[config.mk]
export PLATFORM = sky130hd
export DESIGN_NAME = parser_record_fifo
export DESIGN_NICKNAME = d
export VERILOG_FILES = /design/src/rtl/parser_record_fifo.sv
export SDC_FILE = /design/constraint.sdc
export NUM_CORES = 1
export LEC_CHECK = 0
export BUFFER_PORTS_ARGS = -buffer_cell sky130_fd_sc_hd__buf_4
export CAP_MARGIN = 0
export CORE_UTILIZATION = 52
export DETAILED_ROUTE_END_ITERATION = 7
export GPL_ROUTABILITY_DRIVEN = 0
export HOLD_SLACK_MARGIN = 0.06
export PLACE_DENSITY = 0.76
export SLEW_MARGIN = 20
export SYNTH_ARGS = -nofsm -noshare
export SYNTH_HDL_FRONTEND = slang
export SYNTH_SLANG_ARGS = --single-unit
[constraint.sdc]
create_clock -name clk -period 8.17 [get_ports clk]
set_clock_uncertainty 0.1 [all_clocks]
set_input_delay 0.4085 -clock clk [delete_from_list [all_inputs] [get_ports clk]]
set_output_delay 0.4085 -clock clk [all_outputs]
set_load 0.01 [all_outputs]
[src/rtl/parser_record_fifo.sv]
// parser_record_fifo: elastic record buffer between the packet parser and its
// consumer. Records enter on dataIn/dataIn_val/dataIn_ready and leave
// first-word-fall-through on dataOut/dataOut_val/dataOut_ready.
// The optional statistics counters (lostCount, recCount, statsClear) are
// built only when the macro PARSER_FIFO_STATS_EN is defined.
module parser_record_fifo #(
  parameter int DATA_W = 296,
  parameter int DEPTH  = 4,
  parameter int CNT_W  = 16
) (
  input  logic              clk,
  input  logic              reset_b,
  input  logic [0:DATA_W-1] dataIn,
  input  logic              dataIn_val,
  output logic              dataIn_ready,
  input  logic              packetLost,
  output logic [0:DATA_W-1] dataOut,
  output logic              dataOut_val,
  input  logic              dataOut_ready
`ifdef PARSER_FIFO_STATS_EN
  ,
  output logic [CNT_W-1:0]  lostCount,
  output logic [CNT_W-1:0]  recCount,
  input  logic              statsClear
`endif
);

  localparam int PTR_W = $clog2(DEPTH);
  localparam logic [PTR_W:0] FULL_CNT = (PTR_W+1)'(DEPTH);

  // Record storage; deliberately not reset so it maps onto plain RAM.
  logic [0:DATA_W-1] mem [DEPTH];

  logic [PTR_W-1:0] wrPtrReg;
  logic [PTR_W-1:0] rdPtrReg;
  logic [PTR_W:0]   countReg;
  logic [PTR_W:0]   countNext;
  logic             readyReg;
  logic             pushEn;
  logic             popEn;

  // The producer only ever sees the registered ready, so a full FIFO refuses
  // a push in the same cycle a pop frees a slot.
  assign pushEn       = dataIn_val && readyReg;
  assign popEn        = dataOut_val && dataOut_ready;
  assign dataIn_ready = readyReg;
  assign dataOut_val  = (countReg != '0);
  // Head record is shown only while valid, so reset and empty both give zero.
  assign dataOut      = dataOut_val ? mem[rdPtrReg] : '0;

  // Occupancy update from the push/pop pair.
  always_comb begin
    countNext = countReg;
    case ({pushEn, popEn})
      2'b10:   countNext = countReg + 1'b1;
      2'b01:   countNext = countReg - 1'b1;
      default: countNext = countReg;
    endcase
  end

  // Pointer, occupancy and ready registers; ready comes up at the first edge
  // after reset release.
  always_ff @(posedge clk or negedge reset_b) begin
    if (!reset_b) begin
      wrPtrReg <= '0;
      rdPtrReg <= '0;
      countReg <= '0;
      readyReg <= 1'b0;
    end else begin
      if (pushEn) wrPtrReg <= wrPtrReg + 1'b1;
      if (popEn)  rdPtrReg <= rdPtrReg + 1'b1;
      countReg <= countNext;
      readyReg <= (countNext != FULL_CNT);
    end
  end

  // Record write into the slot at the write pointer.
  always_ff @(posedge clk) begin
    if (pushEn) mem[wrPtrReg] <= dataIn;
  end

`ifdef PARSER_FIFO_STATS_EN
  logic [CNT_W-1:0] lostReg;
  logic [CNT_W-1:0] recReg;

  assign lostCount = lostReg;
  assign recCount  = recReg;

  // Saturating statistics counters; clear wins over a same-cycle increment.
  always_ff @(posedge clk or negedge reset_b) begin
    if (!reset_b) begin
      lostReg <= '0;
      recReg  <= '0;
    end else if (statsClear) begin
      lostReg <= '0;
      recReg  <= '0;
    end else begin
      if (packetLost && (lostReg != '1)) lostReg <= lostReg + 1'b1;
      if (popEn && (recReg != '1))       recReg  <= recReg + 1'b1;
    end
  end
`else
  // Loss pulses are accepted but have no effect without statistics.
  logic unusedPacketLost;
  assign unusedPacketLost = packetLost;
`endif

endmodule
==> impl_metrics.toml, run 1 <==
[drt]
drtPass1Iterations = 5
vias_per_cell = 5.54
ant_nets = 0
wl_per_cell_um = 24.4
drt_iter0_drc = 1480
drt-total-wl_mm = 100
drc_errors = 0
vias = 22800

[floorplan]
rows = 107
dieArea_um2 = 88000
start_util_pct = 52.8
die-width_um = 297
core_um2 = 85500
io_pins = 599
die_h_um = 297

[finish]
layout_common_cells = "edfxtp_1, buf_4, dlygate4sd3_1, and2_1, mux4_2"
final_nets = 3157
drive_above_1_share_pct = 36.4
area_delta_synth_final_pct = 27.2
finish.instance_area_um2 = 57400
fillers = 5143
mostFrequentLayoutCell = "edfxtp_1"

[sta]
slew-limit-headroom_pct = 10.3
finalHoldViolations = 0
hold_slack_ns = 0.369
max_slew.worst_pin.slew_ns = 1.35
rsz0062_at_grt = "false"
setup_viol = 0
max_freq_mhz = 230
min_period_ns = 4.35
tns_ns = 0
min_period_over_period_pct = 53.3
slew_violations = 0
fin_ws_ns = 3.82

[run]
maxCapViolations = 0

[logic_synthesis]
synth_top_area_cell = "edfxtp_1"
synth_top_family_by_area = "multiplexers"
yosysTopAreaCellShare_pct = 78.8
syn_nets = 2223
synth_cell_types = 23
syn_area_um2 = 45100
synth_seq_cells = 1192
syn_avg_cell_area_um2 = 23.6
synthMuxAreaShare_pct = 14.8
synthAdderAreaFrac_pct = 0.183
syn_inst = 1916
yosysSeqAreaShare_pct = 79.2
yosys_warnings = 0
synth-compound-area-share_pct = 0.0388
synth_xor_area_share_pct = 0.0970
synth-simple-area-share_pct = 4.26
synthTopCellsByArea = "edfxtp_1, mux4_2, and2_1"

[setup_path]
max_stage_delay_ns = 0.83
cp_slowest_cell = "buf_4"
cp_max_fo = 89
criticalPathCategory = "flip-flop to output port"
r2r-end = "mem[0][181]"
endpoint_kind = "output port"
worst-path-buf-inv = 3
critPathLaunch = "countReg[0]"
worstPathArrival_ns = 3.84
cp_top_family = "buffers and inverters"
r2r_start = "wrPtrReg[0]"
crit_end = "dataOut[197]"
reg2reg_slack_ns = 4.74
crit_required_ns = 7.66
start_kind = "flip-flop"
ff2ff_path_depth = 5
cp_cell_sequence = "or3_4, buf_4, buf_4, and2_1, buf_4"
worst-path-stages = 5
crit_path_frequent_cell = "buf_4"

[global_route]
grt_pass1_wl_mm = 147
grt.overflow.total = 0
track_usage_pct = 22.5
grt_pass1_vias = 24200
antenna_found_initial = 21
grt_max_degree = 152

[cts]
clkTransAtPathRegs_ns = 0.06
h-tree-depth = 3
clk-insertion-delay-late_ns = 0.68
cts_tree = "built"
numCtsBuffers = 115
cts_max_path_buffers = 3
cts_sinks = 1192
clockRootBuffer = "clkbuf_16"
post_cts_resized = 0

[pwr]
clock_power_share_pct = 24.2
p_per_area_nw_per_um2 = 366
internal_power_mw = 14.7
combPwrFrac_pct = 35.9
sequentialPowerShare_pct = 39.9
p_leak_nw = 19.7
irDropWorstVdd_mv = 0.335
total_power_mw = 21.0
sw_frac_of_total_pct = 30.2
power_switching_mw = 6.35

[placed_design]
port_buffers = 597
hpwl_mm = 55.5
place_area_um2 = 50700
dp_slack_ns = 4.44

[hold_path]
hold_path.class = "input pin to flip-flop"

[outcome]
status = "finished, final reports clean"
-- through the flow --
stage	cells	utilization (%)
final	4108	67.1
after global routing	4107	67.1
after CTS	4090	67.0
after detailed placement	3577	59.3
after global placement	3577	59.3
after floorplan	1916	-
-- metal layers --
| metal | vias up | track usage (%) | share of wire, % | wire length [um] |
|---|---|---|---|---|
| li1 | 9773 | - | - | - |
| met1 | 11800 | 27.6 | 36 | 36100 |
| met2 | 949 | 38.3 | 52 | 52300 |
| met3 | 214 | 5.58 | 7.6 | 7660 |
| met4 | 4 | 9.68 | 4.2 | 4180 |
| met5 | - | 0 | 0.023 | 23 |
-- cell usage after synthesis --
master,number
edfxtp_1,1184
and2_1,297
mux4_2,296
clkbuf_1,39
buf_2,34
buf_6,26
dfrtp_1,8
ha_1,5
inv_1,5
and3_1,4
xnor2_1,3
nand2_1,2
o21ai_0,2
xor2_1,2
fa_1,1
mux2_2,1
nand3_1,1
nor2_1,1
nor3_1,1
nor3b_1,1
o21a_1,1
or2_2,1
or3_1,1
-- registers in the layout, summed over array words and instances, names as in the netlist --
name	count
countReg	3
mem	1184
rdPtrReg	2
wrPtrReg	2
dataIn_ready	1
-- kinds of logic after synthesis --
logic type / count (synthesis)
adder cells (fa/ha/maj): 6
buffers and inverters: 104
multiplexers: 297
flip-flops: 1192
XOR/XNOR: 5
AND/OR/NAND/NOR: 309
AO/OA/AOI/OAI: 3
-- power groups by stage --
stage / logic [mW] / clock network (mW) / registers [mW]
final: 7.56 / 5.08 / 8.38
after global routing: 8.04 / 5.39 / 8.47
after CTS: 7.60 / 5.15 / 8.38
after detailed placement: 7.43 / 0 / 8.50
after global placement: 7.37 / 0 / 8.40
after floorplan: 4.41 / 0 / 8.58
-- worst min-delay path by stage --
stage           startpoint     endpoint  slack (ns)  cells past startpoint
2_1_floorplan      reset_b  countReg[0]        0.01                      0
3_3_place_gp       reset_b  wrPtrReg[1]        0.13                      1
3_5_place_dp       reset_b  countReg[0]        0.14                      1
4_1_cts        dataIn[291]    mem[3][4]        0.31                      2
5_1_grt        dataIn[174]  mem[2][121]        0.33                      2
6_report         dataIn[7]  mem[2][288]        0.37                      2
-- layout make-up --
class                      count  area, um2  share of cell area, %
timing repair buffer         916       7740                   13.5
sequential                  1192      35800                   62.3
multi-input combinational    620       8770                   15.3
clock buffer                 145       3050                   5.32
tap                         1144       1430                   2.49
antenna                       18       45.0                 0.0785
clock inverter                68        564                  0.983
inverter                       5       18.8                 0.0327
-- timing repair --
action | in CTS | in global routing
setup endpoints to repair | 0 | 0
hold buffers | 300 | 0
buffers inserted | 0 | 0
hold endpoints to repair | 1196 | 0
Power figures use the tool's default switching activity.
==> inputs of run 2 (changes only) <==
- CORE_UTILIZATION: 52 -> 57
- PLACE_DENSITY: 0.76 -> 0.79
- clock period: 8.17 -> 4.1 ns (I/O delays scaled with it)
==> run 2 against run 1 <==
Effect of this change:
- core utilization increased by 7.4 points
- count of clock-buffer cells in the layout decreased by 5
- sequential share of layout area decreased by 0.66 points
- die area decreased by 8.7%
- hold slack got worse by 0.20 ns
- via count increased by 3.6%
- routed wire length increased by 11%
- critical path type unchanged
- largest cell class unchanged
==> impl_metrics.toml, run 2 (synthesis results as in run 1) <==
[outcome]
status = "finished, final reports clean"

[pwr]
power_switching_mw = 13.4
sequentialPowerShare_pct = 38.7
p_leak_nw = 20.1
internal_power_mw = 29.8
irDropWorstVdd_mv = 0.535
combPwrFrac_pct = 36.7
sw_frac_of_total_pct = 31.0
p_per_area_nw_per_um2 = 744
clock_power_share_pct = 24.7

[sta]
rsz0062_at_grt = "false"
max_freq_mhz = 289
min_period_ns = 3.46
finalHoldViolations = 0
slew_violations = 0
max_slew.worst_pin.slew_ns = 1.03
tns_ns = 0
setup_viol = 0
min_period_over_period_pct = 84.3
slew-limit-headroom_pct = 31.0

[hold_path]
hold_path.class = "input pin to flip-flop"

[setup_path]
crit_required_ns = 3.80
cp_cell_sequence = "or3_4, buf_4, buf_4, and2_1, buf_4"
crit_path_frequent_cell = "buf_4"
start_kind = "flip-flop"
worstPathArrival_ns = 3.15
endpoint_kind = "output port"
cp_max_fo = 76
cp_slowest_cell = "buf_4"
max_stage_delay_ns = 0.69
criticalPathCategory = "flip-flop to output port"

[cts]
cts_tree = "built"
h-tree-depth = 3
numCtsBuffers = 115
clkTransAtPathRegs_ns = 0.06
cts_max_path_buffers = 3
clk-insertion-delay-late_ns = 0.65
clockRootBuffer = "clkbuf_16"
cts_sinks = 1192

[drt]
drt_iter0_drc = 2150
wl_per_cell_um = 27.5
vias_per_cell = 5.83
drtPass1Iterations = 5
drc_errors = 0
drt-total-wl_mm = 111
vias = 23600
ant_nets = 0

[finish]
multi_input_area_um2 = 8770
top_regs = "mem x1184, countReg x3"
finish.instance_area_um2 = 58000
regMostFlops = "mem"
drive_above_1_share_pct = 37.8
regArea_um2 = 35800
final_nets = 3205
layout_common_cells = "edfxtp_1, buf_4, dlygate4sd3_1, and2_1, mux4_2"
mostFrequentLayoutCell = "edfxtp_1"
fillers = 4009
largest_reg_flops = 1184
area_delta_synth_final_pct = 28.5

[floorplan]
core_um2 = 77800
start_util_pct = 58.0
rows = 102
dieArea_um2 = 80300
die_h_um = 283
io_pins = 599
die-width_um = 283

[global_route]
track_usage_pct = 27.8
grt.overflow.total = 0
grt_pass1_wl_mm = 163
antenna_found_initial = 18
grt_max_degree = 155
grt_pass1_vias = 25500

[placed_design]
hpwl_mm = 60.8
place_area_um2 = 51200
port_buffers = 597

[run]
maxCapViolations = 0
-- run 2: cell count changes in the layout (fill, tap and decap cells not counted), moves of 3 or more --
cell / change
bufinv_16: +6
clkinv_2: +3
diode_2: -5
buf_12: +17
clkinv_1: -7
buf_4: +31
clkbuf_16: -3
clkinv_16: +3
clkinvlp_4: +3
-- run 2: final cells by class --
type                            count  share of cell area [%]
Sequential cell                  1192                    61.7
Inverter                            5                  0.0324
Antenna cell                       13                  0.0561
Multi-Input combinational cell    620                    15.1
Timing Repair Buffer              964                    14.3
Clock buffer                      140                    5.12
Clock inverter                     75                    1.43
Tap cell                         1040                    2.24
-- run 2: metal layers --
layer  vias up  wire length, um  track usage (%)
li1       9870                -                -
met1     12200            37900             33.2
met2      1270            59700             48.8
met3       276             8560             5.76
met4        10             5240             12.9
met5         -               66                0
-- run 2: timing repair --
action                                  CTS  global route
resized for setup                         0             0
buffers inserted                          0             0
hold buffers                            300             0
endpoints found under the hold margin  1197             0
-- run 2: power groups by stage --
stage | Combinational (mW) | Clock (mW) | Sequential (mW)
finish | 15.8 | 10.6 | 16.7
global route | 16.6 | 11.2 | 16.8
CTS | 15.7 | 10.6 | 16.6
detailed placement | 15.2 | 0 | 16.8
global placement | 15.1 | 0 | 16.6
floorplan | 8.80 | 0 | 16.6
-- run 2: path summary, 6_finish.rpt --
| kind | from | to | slack (ns) | depth (start not counted) |
|---|---|---|---|---|
| max | countReg[0] | dataOut[191] | 0.64 | 5 |
| min | dataIn[290] | mem[1][5] | 0.17 | 2 |
| max reg2reg | countReg[0] | countReg[2] | 1.57 | 8 |
| min reg2reg | countReg[0] | countReg[0] | 0.45 | 1 |
| max in group asynchronous | reset_b | rdPtrReg[1] | 3.13 | 3 |
| min in group asynchronous | reset_b | rdPtrReg[0] | 0.46 | 3 |
-- run 2: worst max-delay path: cells and delay by family (launching register included) --
family,cells,cell delay (ns)
buffers and inverters,3,1.32
flip-flops,1,0.39
AND/OR/NAND/NOR,2,0.62
-- run 2: stage by stage --
step,power [mW],cells,setup WS (ns),util (%),hold slack [ns]
6_report,43.1,4049,0.644,74.5,0.169
5_1_grt,44.6,4046,0.541,74.5,0.136
4_1_cts,43.0,4036,0.654,74.5,0.118
3_5_place_dp,32.1,3521,1.38,65.7,-0.0700
3_3_place_gp,31.7,3521,1.42,65.7,-0.0761
2_1_floorplan,25.4,1916,0.791,-,-0.191
==> inputs of run 3 (changes only) <==
- CORE_UTILIZATION: 57 -> 52
- PLACE_DENSITY: 0.79 -> 0.76
- clock period: 4.1 -> 2.9 ns (I/O delays scaled with it)
==> run 3 against run 2 <==
Effect of this change:
- via count is 2.4% lower
- sequential cell count did not move
- sequential share of layout area is 0.44 points lower
- die area is 9.5% higher
- combinational power is 46% higher
- routed wire length shrank 7.8%
- register-to-register slack worse by 0.97 ns
- core utilization is 6.2 points lower
- critical path depth unchanged
- largest cell class unchanged
- final area increased by 0.73%
==> impl_metrics.toml, run 3 (synthesis results as in run 1) <==
[outcome]
status = "finished, final reports clean"

[setup_path]
crit_required_ns = 2.65
worstPathArrival_ns = 2.56
start_kind = "flip-flop"
criticalPathCategory = "flip-flop to output port"
endpoint_kind = "output port"
cp_max_fo = 10

[sta]
setup_viol = 0
slew-limit-headroom_pct = 47.5
slew_violations = 0
tns_ns = 0
finalHoldViolations = 0
min_period_ns = 2.81
hold_slack_ns = 0.111
max_slew.worst_pin.slew_ns = 0.788
max_freq_mhz = 356
min_period_over_period_pct = 96.9

[placed_design]
port_buffers = 597
hpwl_mm = 60.1
place_area_um2 = 51600

[finish]
layout_common_cells = "edfxtp_1, buf_4, dlygate4sd3_1, mux4_2, and2_1"
area_delta_synth_final_pct = 29.5
mostFrequentLayoutCell = "edfxtp_1"
fillers = 4997
regArea_um2 = 35800
final_nets = 3226
top_regs = "mem x1184, countReg x3"
regMostFlops = "mem"
drive_above_1_share_pct = 37.8
multi_input_area_um2 = 8770
finish.instance_area_um2 = 58400
largest_reg_flops = 1184

[pwr]
clock_power_share_pct = 23.6
sequentialPowerShare_pct = 38.4
p_per_area_nw_per_um2 = 1040
internal_power_mw = 42.2
irDropWorstVdd_mv = 0.846
total_power_mw = 60.5
sw_frac_of_total_pct = 30.2
power_switching_mw = 18.3
combPwrFrac_pct = 38.0
p_leak_nw = 20.2

[floorplan]
rows = 107
core_um2 = 85500
start_util_pct = 52.8
die-width_um = 297
io_pins = 599
die_h_um = 297
dieArea_um2 = 88000

[global_route]
grt_max_degree = 160
track_usage_pct = 23.1
grt.overflow.total = 0
grt_pass1_vias = 24700
grt_pass1_wl_mm = 150
antenna_found_initial = 17

[drt]
vias = 23000
drc_errors = 0
drt_iter0_drc = 1608
drtPass1Iterations = 5
vias_per_cell = 5.52
drt-total-wl_mm = 103
ant_nets = 0
wl_per_cell_um = 24.7

[hold_path]
hold_path.class = "input pin to flip-flop"

[cts]
numCtsBuffers = 115
clk-insertion-delay-late_ns = 0.67
h-tree-depth = 3
cts_sinks = 1192
clockRootBuffer = "clkbuf_16"
cts_tree = "built"
cts_max_path_buffers = 3
clkTransAtPathRegs_ns = 0.06

[run]
maxCapViolations = 0
[run 3: cell types whose count changed in the layout (fill, tap and decap cells not counted), moves of 4 or more]
cell,before,now
clkbuf_1,25,36
buf_16,0,6
clkinv_2,20,15
buf_12,26,42
bufinv_16,15,8
buf_4,638,634
clkinvlp_4,5,0
[run 3: cell type report]
cell class | count | share of cell area, %
repair buffers | 985 | 15.1
flip-flops and latches | 1192 | 61.2
clock inverters | 55 | 0.846
diodes | 12 | 0.0514
well taps | 1144 | 2.45
multi-input cells | 620 | 15.0
clock buffers | 154 | 5.29
inverters | 5 | 0.0321
[run 3: worst max-delay path, stage by stage (launching register included)]
cell and delay [ns]:
dfrtp_4 0.49, buf_4 0.19, bufbuf_16 0.32, mux4_2 0.51, and2_1 0.22, buf_4 0.16
[run 3: routing by layer]
layer  up-vias  part of all wire [%]  track usage (%)
met5         -                 0.067                0
met4        12                   3.4             8.81
met3       206                   7.0             5.16
met2       914                    53             40.3
met1     12000                    37             28.1
li1       9907                     -                -
[run 3: final timing paths]
check	startpoint	to	slack, ns	cells past startpoint
setup reg to reg	countReg[0]	countReg[2]	0.60	8
hold / removal	dataIn[285]	mem[1][10]	0.11	2
hold reg to reg	wrPtrReg[0]	wrPtrReg[0]	0.45	1
max in group asynchronous	reset_b	rdPtrReg[0]	1.98	3
setup / recovery	rdPtrReg[0]	dataOut[13]	0.09	5
min in group asynchronous	reset_b	wrPtrReg[0]	0.41	3
[run 3: timing repair]
action / 4_1_cts / 5_1_grt
hold buffers: 300 / 0
gates resized for setup: 5 / 7
endpoints found under the hold margin: 1233 / 0
setup endpoints to repair: 106 / 110
setup buffers: 6 / 1
gates cloned: 3 / 0
[run 3: power by group through the flow]
stage	sequential, mW	clock (mW)	combinational, mW
2_1_floorplan	23.5	0	12.4
3_3_place_gp	23.3	0	21.9
3_5_place_dp	23.6	0	22.1
4_1_cts	23.2	14.4	23.1
5_1_grt	23.4	15.1	24.4
6_report	23.2	14.2	23.0
[run 3: per-stage QoR]
step | setup slack, ns | util [%] | std cells
after floorplan | -0.402 | - | 1916
after global placement | 0.628 | 60.3 | 3636
after detailed placement | 0.628 | 60.3 | 3636
after CTS | -0.0429 | 68.2 | 4154
after global routing | -0.000484 | 68.3 | 4166
final | 0.0908 | 68.3 | 4167
